**src/rtl/vregfile_wbarb.sv**
```systemverilog
// Writeback arbiter: merges the non-stallable ALU stream (A) and the buffered
// load-return stream (B) onto the single vector register file write port.
module vregfile_wbarb #(
   parameter int WIDTH         = 32,
   parameter int LOG2NUMREGS   = 5,
   parameter int FIFODEPTH     = 4,
   parameter int LOG2FIFODEPTH = 2,
   parameter int STARVE_LIMIT  = 8
) (
   input  logic                     clk,
   input  logic                     resetn,
   input  logic                     a_valid,
   input  logic [LOG2NUMREGS-1:0]   a_reg,
   input  logic [WIDTH-1:0]         a_data,
   input  logic [WIDTH/8-1:0]       a_byteen,
   output logic                     a_stall,
   input  logic                     b_valid,
   output logic                     b_ready,
   input  logic [LOG2NUMREGS-1:0]   b_reg,
   input  logic [WIDTH-1:0]         b_data,
   input  logic [WIDTH/8-1:0]       b_byteen,
   input  logic [LOG2NUMREGS-1:0]   lookup_reg,
   output logic                     lookup_hit,
   output logic [LOG2NUMREGS-1:0]   c_reg,
   output logic [WIDTH-1:0]         c_writedatain,
   output logic [WIDTH/8-1:0]       c_byteen,
   output logic                     c_we
);
   localparam int BEW = WIDTH / 8;
   localparam int SCW = $clog2(STARVE_LIMIT + 1);
   localparam logic [LOG2FIFODEPTH:0] FULL_CNT = (LOG2FIFODEPTH + 1)'(FIFODEPTH);
   localparam logic [SCW-1:0]         LIMIT    = SCW'(STARVE_LIMIT);

   logic [LOG2NUMREGS-1:0] mem_reg    [FIFODEPTH];
   logic [WIDTH-1:0]       mem_data   [FIFODEPTH];
   logic [BEW-1:0]         mem_byteen [FIFODEPTH];

   logic [LOG2FIFODEPTH-1:0] rd_ptr, wr_ptr;
   logic [LOG2FIFODEPTH:0]   count;
   logic [SCW-1:0]           starve_cnt, starve_nxt;
   logic                     a_stall_nxt;
   logic                     fifo_empty, push, pop;

   logic                   win_valid;
   logic [LOG2NUMREGS-1:0] win_reg;
   logic [WIDTH-1:0]       win_data;
   logic [BEW-1:0]         win_byteen;

   assign fifo_empty = (count == '0);
   // Gated by resetn so the FIFO looks unavailable for the whole reset window.
   assign b_ready    = resetn && (count != FULL_CNT);
   assign push       = b_valid && b_ready;
   assign pop        = !a_valid && !fifo_empty;

   always_comb begin
      win_valid  = 1'b0;
      win_reg    = '0;
      win_data   = '0;
      win_byteen = '0;
      if (a_valid) begin
         win_valid  = 1'b1;
         win_reg    = a_reg;
         win_data   = a_data;
         win_byteen = a_byteen;
      end else if (!fifo_empty) begin
         win_valid  = 1'b1;
         win_reg    = mem_reg[rd_ptr];
         win_data   = mem_data[rd_ptr];
         win_byteen = mem_byteen[rd_ptr];
      end
   end

   always_comb begin
      if (pop || fifo_empty)
         starve_nxt = '0;
      else if (a_valid && (starve_cnt != LIMIT))
         starve_nxt = starve_cnt + 1'b1;
      else
         starve_nxt = starve_cnt;

      if (pop)
         a_stall_nxt = 1'b0;
      else if (starve_nxt == LIMIT)
         a_stall_nxt = 1'b1;
      else
         a_stall_nxt = a_stall;
   end

   // An entry is live when its distance from the read pointer is below count.
   always_comb begin
      lookup_hit = 1'b0;
      if (resetn) begin
         for (int unsigned i = 0; i < FIFODEPTH; i++) begin
            if (({1'b0, LOG2FIFODEPTH'(i) - rd_ptr} < count) &&
                (mem_reg[LOG2FIFODEPTH'(i)] == lookup_reg))
               lookup_hit = 1'b1;
         end
      end
   end

   always_ff @(posedge clk) begin
      if (push) begin
         mem_reg[wr_ptr]    <= b_reg;
         mem_data[wr_ptr]   <= b_data;
         mem_byteen[wr_ptr] <= b_byteen;
      end
   end

   always_ff @(posedge clk) begin
      if (!resetn) begin
         rd_ptr        <= '0;
         wr_ptr        <= '0;
         count         <= '0;
         starve_cnt    <= '0;
         a_stall       <= 1'b0;
         c_we          <= 1'b0;
         c_reg         <= '0;
         c_writedatain <= '0;
         c_byteen      <= '0;
      end else begin
         if (push)
            wr_ptr <= wr_ptr + 1'b1;
         if (pop)
            rd_ptr <= rd_ptr + 1'b1;
         if (push && !pop)
            count <= count + 1'b1;
         else if (pop && !push)
            count <= count - 1'b1;
         starve_cnt    <= starve_nxt;
         a_stall       <= a_stall_nxt;
         c_we          <= win_valid && (win_byteen != '0);
         c_reg         <= win_reg;
         c_writedatain <= win_data;
         c_byteen      <= win_byteen;
      end
   end
endmodule

```
**config.mk**
```make
export PLATFORM = sky130hd
export DESIGN_NAME = vregfile_wbarb
export DESIGN_NICKNAME = d
export VERILOG_FILES = /design/src/rtl/vregfile_wbarb.sv
export SDC_FILE = /design/constraint.sdc
export NUM_CORES = 1
export LEC_CHECK = 0
export BUFFER_PORTS_ARGS = -buffer_cell sky130_fd_sc_hd__buf_4
export CAP_MARGIN = 25
export CORE_MARGIN = 3
export CORE_UTILIZATION = 51
export DETAILED_ROUTE_END_ITERATION = 10
export PLACE_DENSITY = 0.78
export SLEW_MARGIN = 10
export SYNTH_ARGS = -nofsm -noshare
export SYNTH_HDL_FRONTEND = slang
export SYNTH_SLANG_ARGS = --single-unit
```
**constraint.sdc**
```tcl
create_clock -name clk -period 2.27 [get_ports clk]
set_input_delay 0.454 -clock clk [delete_from_list [all_inputs] [get_ports clk]]
set_output_delay 0.454 -clock clk [all_outputs]
set_load 0.01 [all_outputs]
```
* Word-level counts from Yosys, hierarchy flattened
Memory sizes are Yosys's and may differ from the RTL's. A register that Yosys moved wholly into a read port is not among the register bits.
Cells that the tools add are included.
W data, S select, Z words.
** Cells by class
- $add $sub $neg :: 9
- Multiply operators :: 0
- Divide/modulo/power cells :: 0
- Magnitude comparators :: 4
- Equality and inequality tests :: 7
- Shift operators :: 0
- Multiplexer cells :: 25
- Bitwise operators :: 1
- Reductions and logical operators :: 20
** Operators with widths (count)
- $mux W32 :: 2
- $eq A5 B5 Y1 :: 4
- $mux W4 :: 4
- $lt A2 B3 Y1 :: 4
- $mux W2 :: 6
- $logic_and A1 B1 Y1 :: 11
- $mux W5 :: 2
- $mux W1 :: 9
- $mux W3 :: 2
- $add A2 B1 Y2 const B :: 2
- $add A4 B1 Y4 const B :: 1
- $eq A4 B4 Y1 const B :: 1
- $logic_not A1 Y1 :: 4
- $ne A4 B4 Y1 const B :: 1
- $reduce_bool A4 Y1 :: 1
- $sub A1 B2 Y2 const A :: 2
- $sub A2 B2 Y2 const A :: 2
- $add A3 B1 Y3 const B :: 1
- $logic_not A3 Y1 :: 1
- $ne A3 B3 Y1 const B :: 1
- $sub A3 B1 Y3 const B :: 1
- $reduce_bool A2 Y1 :: 1
- $reduce_or A2 Y1 :: 1
- $logic_or A1 B1 Y1 :: 1
- $not A1 Y1 :: 1
** Storage, ports and cells
- Bits in registers :: 54
- Latch bits :: 0
- Memory bits (writable) :: 164
- Bits in read-only memories :: 0
- Input port bits :: 91
- Output and inout bits :: 45
- Word-level logic and storage cells :: 78
- Memories :: 3
** Memories
- mem_data :: words 4, bits a word 32, read ports 1, clocked after Yosys merged registers in 1, write ports 1, RTL line 35 : logic [WIDTH-1:0] mem_data [FIFODEPTH];
- mem_reg :: words 4, bits a word 5, read ports 5, clocked after Yosys merged registers in 1, write ports 1, RTL line 34 : logic [LOG2NUMREGS-1:0] mem_reg [FIFODEPTH];
- mem_byteen :: words 4, bits a word 4, read ports 1, clocked after Yosys merged registers in 1, write ports 1, RTL line 36 : logic [BEW-1:0] mem_byteen [FIFODEPTH];

* Depth between registers and ports, before layout
Gate-level depths: netlist of the first run.
- Depth after elaboration :: 8
- Depth in mapped cells :: 11
- Mapped depth without buffers :: 9

* Worst setup path before layout of the first run
No wires, ideal clock.
- Path type :: input-to-reg
- From :: input port resetn
- To :: register count[2]
- Setup time :: 0.076 ns
- Data arrival time :: 2.289 ns
- Data required time :: 2.194 ns
- Slack :: -0.094 ns
- Stages on the path :: 9
- Buffers on the path :: 1
- Cells stage by stage :: buf_2 > a21boi_2 > and2_1 > ha_1 > inv_1 > fa_1 > xor2_1 > or3_1 > a21boi_0
** Between the ends
- Longest elaborated chain between the ends :: 5
- Elaborated cells between the ends (all ways) :: 7
- Those cells by class :: mux: 1; reduce/logical: 6
** RTL lines
- from (decl) :: RTL line 11 : input logic resetn,
- $logic_and A1 B1 Y1 (*) :: RTL line 51 : assign b_ready = resetn && (count != FULL_CNT);
- via b_ready :: RTL line 18 : output logic b_ready,
- $logic_and A1 B1 Y1 (*) :: RTL line 52 : assign push = b_valid && b_ready;
- via push :: RTL line 42 : logic fifo_empty, push, pop;
- $logic_not A1 Y1 :: RTL line 127 : else if (pop && !push)
- $logic_and A1 B1 Y1 :: RTL line 127
- $reduce_bool A2 Y1 (no line)
- to (signal assigned) :: RTL line 126 : count <= count + 1'b1;
- to (signal assigned) :: RTL line 128 : count <= count - 1'b1;
- to (decl) :: RTL line 39 : logic [LOG2FIFODEPTH:0] count;
Mark *: on every way through the listed nets, which the timed path passes. The rest lies on a longest branch.
A chain may end at the register's enable or synchronous reset.

* Final worst setup path of the first run
- From :: register rd_ptr[1]
- To :: output port lookup_hit
** Between the ends
- Longest elaborated chain between the ends :: 8
- Elaborated cells between the ends (all ways) :: 17
- Those cells by class :: add/sub: 4; order compare: 4; mux: 5; reduce/logical: 4
** RTL lines
- from (decl) :: RTL line 38 : logic [LOG2FIFODEPTH-1:0] rd_ptr, wr_ptr;
- from (signal assigned) :: RTL line 124 : rd_ptr <= rd_ptr + 1'b1;
- $sub A1 B2 Y2 :: RTL line 94 : if (({1'b0, LOG2FIFODEPTH'(i) - rd_ptr} < count) &&
- $lt A2 B3 Y1 :: RTL line 94
- $logic_and A1 B1 Y1 :: RTL line 94
- $mux W1 (3 in series) :: RTL line 94
- $mux W1 (*) :: RTL line 94
- $mux W1 (*) :: RTL line 92 : if (resetn) begin
- to (decl) :: RTL line 23 : output logic lookup_hit,
Every way passes the cells marked *; elsewhere a longest branch is shown, timed or not.

==> impl_metrics.json, run 1 <==
{
  "outcome": "finished with violations",
  "violations": "negative setup slack",
  "grt_pass1_vias": 5209,
  "setup_violations": 1,
  "yosysTopAreaCell": "edfxtp_1",
  "seqPwrFrac": 0.452,
  "dpl-instance-area_um2": 9810,
  "ys_ff_latch": 220,
  "syn_area_um2": 8490,
  "fin_skew_ps": 19.3,
  "cts_tree": "done",
  "p_sw_mw": 2.86,
  "numClockSinks": 220,
  "die_x_um": 135,
  "finalHoldViolCount": 0,
  "synthFlopType": "edfxtp_1",
  "nNetsFinal": 735,
  "drive_above_1_share": 0.387,
  "critPathTopFamily": "compound AO/OA/AOI/OAI gates",
  "num_rows": 46,
  "largest_register_ff_count": 128,
  "ys_warn_count": 0,
  "clock_latency_ps": 500,
  "cts_buffer_depth": 3,
  "antenna_cells": 0,
  "antenna_found_initial": 0,
  "slowest_delay_ps": 360,
  "worstSetupStartpointType": "flop",
  "grt_usage": 0.196,
  "cts_inserted_buffers": 23,
  "grt_pass1_wl_mm": 27.8,
  "port_buffers": 135,
  "tightestPinTransition_ps": 604,
  "cap_violations": 0,
  "tns_ps": -363,
  "finalWorstSetupSlack_ps": -363,
  "grt_max_degree": 54,
  "viasPerCell": 5.52,
  "start_util": 0.527,
  "fin_util": 0.656,
  "fin_crit_sh": 1.16,
  "num_vias": 4771,
  "p_clk_frac": 0.323,
  "routedWlPerCell_um": 20.4,
  "async_flop_share": 0,
  "syn_inst": 477,
  "max_freq_mhz": 380,
  "clk_pin_slew_ps": 60,
  "synth_nets": 580,
  "design_area_um2": 10600,
  "internal-power_mw": 8.05,
  "seq_area_frac_synth": 0.712,
  "yosysMostFrequentCell": "edfxtp_1",
  "drc_errors": 0,
  "dieArea_um2": 18200,
  "path_buf_inv": 2,
  "drtPass1Iterations": 4,
  "synth_cell_types": 39,
  "avgSynthCellArea_um2": 17.8,
  "cp-end-kind": "output port",
  "p_leak_nw": 3.79,
  "path_cells": "xnor2_2 > inv_1 > ha_4 > a21oi_2 > o2111ai_1 > o31ai_1 > o31a_1 > buf_6",
  "slowest_stage": "dfxtp_4",
  "combinationalPowerShare": 0.226,
  "area_growth_syn_to_layout_pct": 24.6,
  "routed_wl_mm": 17.6,
  "rsz0062_at_grt": "true",
  "hold_class": "primary input to flop",
  "worstSetupPathType": "flop to output port",
  "synth_edf_count": 164,
  "overflow": 0,
  "synth.area.top_cells": "edfxtp_1 (58%), dfxtp_1 (13%), mux4_2 (11%)",
  "drt-initial-drc-count": 260,
  "hpwl_mm": 11.1,
  "synth_top_area_frac": 0.580,
  "detail-route-antenna-nets": 0,
  "slew_violations": 0,
  "ys_top_cells_by_count": "edfxtp_1 (164), dfxtp_1 (56), nor2b_1 (42), mux4_2 (41), a22oi_1 (38)",
  "crit_fanout": 3,
  "power_density_nw_per_um2": 1030,
  "chipHeight_um": 135,
  "design.core.area_um2": 16100,
  "io_pins": 136,
  "arrival_ps": 2180,
  "clock-root-buffer": "clkbuf_16",
  "p_sw_frac": 0.262,
  "gp_congestion": 0.808,
  "slew_headroom": 0.597,
  "nFillCells": 1138,
  "htreeDepth": 1,
  "cp.required_ps": 1820,
  "peakVddDrop_uv": 703,
  "fin_crit_ps": 2630
}
==> through the flow <==
step                power, mW  instances  hold WS [ps]  setup slack (ps)
CTS                      11.0        863           129              -332
detailed placement       7.39        821           499              74.4
floorplan                6.58        477           469             -50.7
global placement         7.31        821           480               128
finish                   10.9        865           149              -363
global route             11.4        865           131              -531
==> power by group through the flow <==
stage	sequential [mW]	clock [mW]	combinational (mW)
finish	4.93	3.53	2.46
floorplan	4.94	0	1.64
global route	4.97	3.77	2.70
global placement	4.98	0	2.33
detailed placement	5.01	0	2.39
CTS	4.94	3.61	2.42
==> cell families after synthesis <==
kind of cell | count (synthesis) | synth area share
buf+inv | 37 | 0.0217
flops | 220 | 0.712
simple gates | 77 | 0.0545
xor+xnor | 29 | 0.0299
fa+ha+maj | 12 | 0.0186
mux | 42 | 0.110
compound gates | 60 | 0.0535
==> layout by cell type, fill, tap and decap left out, drive strengths merged, types with 6 or more instances in the layout <==
master and n:
nor2 8, clkbuf 34, and2 6, xor2 12, edfxtp 164, buf 158, nor2b 42, a21oi 6
xnor2 17, inv 10, mux4 41, ha 11, dfxtp 56, clkinv 6, a22oi 41
==> path summary, 6_finish.rpt <==
check                               from                          to  slack (ps)  depth (start not counted)
setup / recovery  rd_ptr[1]$_SDFFE_PN0P_                  lookup_hit        -360                          8
setup reg to reg   count[0]$_SDFFE_PN0P_       count[2]$_SDFFE_PN0P_         140                          9
hold reg to reg   wr_ptr[1]$_SDFFE_PN0P_      wr_ptr[1]$_SDFFE_PN0P_         510                          2
hold / removal               b_byteen[1]  mem_byteen[3][1]$_DFFE_PP_         150                          1
==> worst register-to-register path, stage by stage (launching register included) <==
cell      delay (ps)
dfxtp_1          360
nor2_1            90
a21boi_4         150
and2_1           170
ha_1             190
inv_1             60
fa_1             370
xor2_1           180
or3_1            300
a21boi_0         160
==> metal layers <==
metal / track usage / wire [um] / vias up
met5: 0 / 0 / -
met4: 0.0582 / 478 / 0
met3: 0.0417 / 1190 / 39
met2: 0.339 / 8870 / 160
met1: 0.253 / 7070 / 2413
li1: - / - / 2159
==> final cells by class <==
class,count,area (um^2),share of cell area
Sequential cell,220,6060,0.573
Multi-Input combinational cell,220,2300,0.217
Timing Repair Buffer,158,1200,0.114
Clock buffer,34,647,0.0611
Tap cell,216,270,0.0255
Clock inverter,8,67.6,0.00639
Inverter,9,33.8,0.00319
==> timing repair <==
item,CTS,global route
resized for setup,6,4
setup endpoints to repair,1,1
pin swaps,1,5
hold buffers,0,0
buffers inserted,0,2
Power figures use the tool's default switching activity.
==> run 2, diff against run 1 <==
--- a/config.mk
+++ b/config.mk
@@ -8,9 +8,10 @@
 export BUFFER_PORTS_ARGS = -buffer_cell sky130_fd_sc_hd__buf_4
 export CAP_MARGIN = 25
 export CORE_MARGIN = 3
-export CORE_UTILIZATION = 51
+export CORE_UTILIZATION = 53
+export CTS_BUF_LIST = sky130_fd_sc_hd__clkbuf_2
 export DETAILED_ROUTE_END_ITERATION = 10
-export PLACE_DENSITY = 0.78
+export PLACE_DENSITY = 0.8
 export SLEW_MARGIN = 10
 export SYNTH_ARGS = -nofsm -noshare
 export SYNTH_HDL_FRONTEND = slang
==> impl_metrics.json, run 2 (same netlist as run 1, synthesis figures left out) <==
{
  "grt_pass1_vias": 5847,
  "p_sw_frac": 0.297,
  "fin_crit_ps": 3050,
  "hpwl_mm": 11.2,
  "cts_inserted_buffers": 54,
  "largest_register_ff_count": 128,
  "final_cell_mix": "edfxtp_1 (164), buf_4 (153), clkbuf_2 (97), dlygate4sd3_1 (82), dfxtp_1 (51)",
  "num_vias": 5311,
  "p_clk_frac": 0.255,
  "slew_violations": 0,
  "seqPwrFrac": 0.484,
  "design.core.area_um2": 15400,
  "clk_pin_slew_ps": 90,
  "combinationalPowerShare": 0.261,
  "die_x_um": 133,
  "nNetsFinal": 849,
  "final_common_cell": "edfxtp_1",
  "grt_max_degree": 54,
  "finalHoldViolCount": 0,
  "tns_ps": -779,
  "grt_usage": 0.227,
  "viasPerCell": 5.31,
  "p_leak_nw": 4.21,
  "hold_class": "primary input to flop",
  "start_util": 0.550,
  "antenna_found_initial": 0,
  "clock_latency_ps": 800,
  "gp_congestion": 0.893,
  "p_sw_mw": 3.05,
  "max_freq_mhz": 328,
  "slew_headroom": 0.590,
  "worstSetupPathType": "flop to output port",
  "antenna_cells": 0,
  "slowest_stage": "dfxtp_4",
  "peakVddDrop_uv": 499,
  "top_usage_layer": "met2",
  "crit_fanout": 3,
  "area_growth_syn_to_layout_pct": 32.7,
  "gr-usage-met1": 0.281,
  "routedWlPerCell_um": 19.6,
  "io_pins": 136,
  "cts_tree": "done",
  "port_buffers": 135,
  "overflow": 0,
  "htreeDepth": 2,
  "power_density_nw_per_um2": 910,
  "cap_violations": 0,
  "grt_pass1_wl_mm": 30.9,
  "slowest_delay_ps": 370,
  "dieArea_um2": 17600,
  "cp.required_ps": 1820,
  "cts_buffer_depth": 3,
  "drt-initial-drc-count": 339,
  "worstSetupStartpointType": "flop",
  "num_rows": 45,
  "outcome": "finished with violations",
  "drtPass1Iterations": 5,
  "met3_usage": 0.0570,
  "fin_crit_sh": 1.34,
  "path_buf_inv": 2,
  "routed_wl_mm": 19.7,
  "violations": "negative setup slack",
  "drive_above_1_share": 0.405,
  "tightestPinTransition_ps": 616,
  "fin_skew_ps": 53.6,
  "nFillCells": 966,
  "chipHeight_um": 133,
  "numClockSinks": 220,
  "detail-route-antenna-nets": 0,
  "rsz0062_at_grt": "true",
  "clock-root-buffer": "clkbuf_2",
  "setup_violations": 1,
  "drc_errors": 0,
  "arrival_ps": 2600,
  "finalWorstSetupSlack_ps": -779,
  "pre_cts_ws_ps": 17.8,
  "internal-power_mw": 7.20,
  "met2_usage": 0.383,
  "critPathTopFamily": "compound AO/OA/AOI/OAI gates",
  "cp-end-kind": "output port",
  "path_cells": "xnor2_2 > inv_2 > ha_4 > a21oi_2 > o2111ai_2 > o31ai_2 > o31a_1 > buf_4"
}
[run 2: changes by cell type in the layout (fill, tap and decap cells not counted), sizes merged]
cell         before  now
buf             158  159
bufinv            1    0
clkbuf           34   97
clkinv            6    3
dlygate4sd3       0   82
inv              10    9
[run 2: power groups by stage]
stage               Clock (mW)  Sequential (mW)  Combinational, mW
CTS                       2.68             4.96               2.57
global placement             0             5.02               2.33
finish                    2.62             4.96               2.68
floorplan                    0             4.94               1.64
detailed placement           0             5.05               2.40
global route              2.91             5.00               2.89
[run 2: per-stage QoR]
stage          power, mW  hold WS (ps)  cells  instance area, um^2   util
6_report            10.3           177   1001                11300  0.730
2_1_floorplan       6.58           469    477                 8500      -
4_1_cts             10.2          93.9    999                11200  0.727
5_1_grt             10.8           167   1001                11300  0.730
3_5_place_dp        7.44           502    816                 9870  0.640
3_3_place_gp        7.35           481    816                 9870  0.640
[run 2: worst paths after layout]
check / endpoint / slack [ps] / cells past startpoint / startpoint
max: lookup_hit / -780 / 8 / rd_ptr[1]$_SDFFE_PN0P_
min reg2reg: wr_ptr[1]$_SDFFE_PN0P_ / 520 / 2 / wr_ptr[1]$_SDFFE_PN0P_
max reg2reg: count[2]$_SDFFE_PN0P_ / 10 / 10 / count[1]$_SDFFE_PN0P_
min: wr_ptr[1]$_SDFFE_PN0P_ / 180 / 4 / b_valid
[run 2: worst min-delay path, cell delays in order]
cell,delay (ps)
buf_4,100
and2_1,140
buf_4,130
o21ai_0,80
[run 2: repair_timing]
item                                    CTS  global route
hold endpoints to repair                206             0
hold buffers                             82             0
buffers inserted                          1             2
cloned                                    0             0
pin swaps                                 1             5
endpoints found under the setup margin    3             2
gates resized for setup                   7             7
[run 2: metal layers]
layer | vias up | wire length, um
met3 | 45 | 1410
li1 | 2424 | -
met5 | - | 0
met4 | 0 | 491
met1 | 2608 | 7580
met2 | 234 | 10200
[run 2: cell type report]
class	instances	area, um^2	area share
Clock inverter	3	16.3	0.00144
Timing Repair Buffer	241	2090	0.185
Multi-Input combinational cell	220	2320	0.206
Inverter	9	33.8	0.00300
Tap cell	211	264	0.0234
Sequential cell	220	6060	0.538
Clock buffer	97	485	0.0431
==> run 3, diff against run 2 <==
--- a/config.mk
+++ b/config.mk
@@ -8,7 +8,7 @@
 export BUFFER_PORTS_ARGS = -buffer_cell sky130_fd_sc_hd__buf_4
 export CAP_MARGIN = 25
 export CORE_MARGIN = 3
-export CORE_UTILIZATION = 53
+export CORE_UTILIZATION = 55
 export CTS_BUF_LIST = sky130_fd_sc_hd__clkbuf_2
 export DETAILED_ROUTE_END_ITERATION = 10
 export PLACE_DENSITY = 0.8
==> constraint.sdc (replaced) <==
create_clock -name clk -period 3.7 [get_ports clk]
set_input_delay 0.74 -clock clk [delete_from_list [all_inputs] [get_ports clk]]
set_output_delay 0.74 -clock clk [all_outputs]
set_load 0.01 [all_outputs]
==> impl_metrics.json, run 3 (same netlist as run 1, synthesis figures left out) <==
{
  "postCtsSetupRepairBufs": 0,
  "ctsHoldBuffers": 0,
  "power_mw": 5.97,
  "viasPerCell": 5.57,
  "area_growth_syn_to_layout_pct": 19.8,
  "slowest_delay_ps": 470,
  "slowest_stage": "dfxtp_1",
  "chipHeight_um": 130,
  "drc_errors": 0,
  "max_freq_mhz": 305,
  "post_cts_resized": 0,
  "grt_pass1_vias": 5259,
  "tightestPinTransition_ps": 921,
  "cp.required_ps": 2960,
  "drive_above_1_share": 0.411,
  "fin_skew_ps": 64.2,
  "arrival_ps": 2540,
  "routedWlPerCell_um": 20.0,
  "fin_crit_ps": 3280,
  "port_buffers": 135,
  "num_rows": 44,
  "setup_violations": 0,
  "num_vias": 4878,
  "drt-initial-drc-count": 446,
  "hpwl_mm": 10.7,
  "peakVddDrop_uv": 396,
  "slew_violations": 0,
  "cts_inserted_buffers": 52,
  "dieArea_um2": 17000,
  "routed_wl_mm": 17.5,
  "clock_latency_ps": 770,
  "p_leak_nw": 3.74,
  "antenna_found_initial": 1,
  "numClockSinks": 220,
  "start_util": 0.573,
  "cp-end-kind": "output port",
  "grt_usage": 0.212,
  "nNetsFinal": 751,
  "outcome": "finished clean",
  "design.core.area_um2": 14800,
  "io_pins": 136,
  "grt_max_degree": 54,
  "crit_fanout": 6,
  "overflow": 0,
  "hold_class": "primary input to flop",
  "die_x_um": 130,
  "worstSetupPathType": "flop to output port",
  "clock-root-buffer": "clkbuf_2",
  "slew_headroom": 0.386,
  "drtPass1Iterations": 5,
  "worstSetupStartpointType": "flop",
  "power_density_nw_per_um2": 587,
  "rsz0062_at_grt": "false",
  "cts_tree": "done",
  "fin_crit_sh": 0.888,
  "cts_buffer_depth": 3,
  "htreeDepth": 2,
  "final_common_cell": "edfxtp_1",
  "finalHoldViolCount": 0,
  "largest_register_ff_count": 128,
  "detail-route-antenna-nets": 0,
  "tns_ps": 0,
  "gp_congestion": 0.822,
  "clk_pin_slew_ps": 110,
  "path_cells": "inv_1 > ha_1 > a21oi_1 > nor2_1 > o2111ai_1 > nor3_1 > o31a_1 > buf_4",
  "final_cell_mix": "edfxtp_1 (164), buf_4 (145), clkbuf_2 (82), dfxtp_1 (54), nor2b_1 (42)",
  "grt_pass1_wl_mm": 27.1,
  "cap_violations": 0
}
run 3: routing by layer:
metal | global-route usage | part of all wire | up-vias | routed length (um)
li1 | - | - | 2230 | -
met1 | 0.265 | 0.39 | 2419 | 6860
met2 | 0.354 | 0.51 | 201 | 8900
met3 | 0.0622 | 0.084 | 28 | 1470
met4 | 0.0789 | 0.017 | 0 | 291
met5 | 0 | 0 | - | 0
run 3: final timing paths:
check / from / end / slack, ps / cells past startpoint
worst min-delay path: b_data[31] / mem_data[3][31]$_DFFE_PP_ / 160 / 1
worst min register to register: wr_ptr[1]$_SDFFE_PN0P_ / wr_ptr[1]$_SDFFE_PN0P_ / 520 / 2
worst max-delay path: count[1]$_SDFFE_PN0P_ / lookup_hit / 420 / 8
worst max register to register: count[0]$_SDFFE_PN0P_ / count[2]$_SDFFE_PN0P_ / 1140 / 9
run 3: metrics by stage:
step	util	hold slack [ps]	instance area, um^2	setup slack (ps)	instances
2_1_floorplan	-	469	8490	1050	477
3_3_place_gp	0.653	489	9670	1130	778
3_5_place_dp	0.653	513	9670	1030	778
4_1_cts	0.687	78.3	10200	338	875
5_1_grt	0.687	66.6	10200	201	876
6_report	0.687	162	10200	416	876
run 3: where the power goes:
group	internal (mW)	switching (mW)	leakage [nW]	total [mW]
sequential	2.87	0.248	1.95	3.12
clock	0.658	0.919	0.384	1.58
combinational	0.693	0.586	1.40	1.28
run 3: critical path, delay by kind of cell (launching register included):
family,cells,cell delay (ps)
AO/OA/AOI/OAI,3,620
adder cells (fa/ha/maj),1,320
buffers and inverters,2,290
flip-flops,1,470
AND/OR/NAND/NOR,2,120
run 3: final cells by class:
| type | count | area, um^2 |
|---|---|---|
| inverter | 9 | 33.8 |
| timing repair buffer | 145 | 1090 |
| antenna | 1 | 2.50 |
| sequential | 220 | 6050 |
| clock buffer | 82 | 410 |
| multi-input combinational | 220 | 2270 |
| clock inverter | 15 | 90.1 |
| tap | 184 | 230 |
| fill | 996 | 4640 |
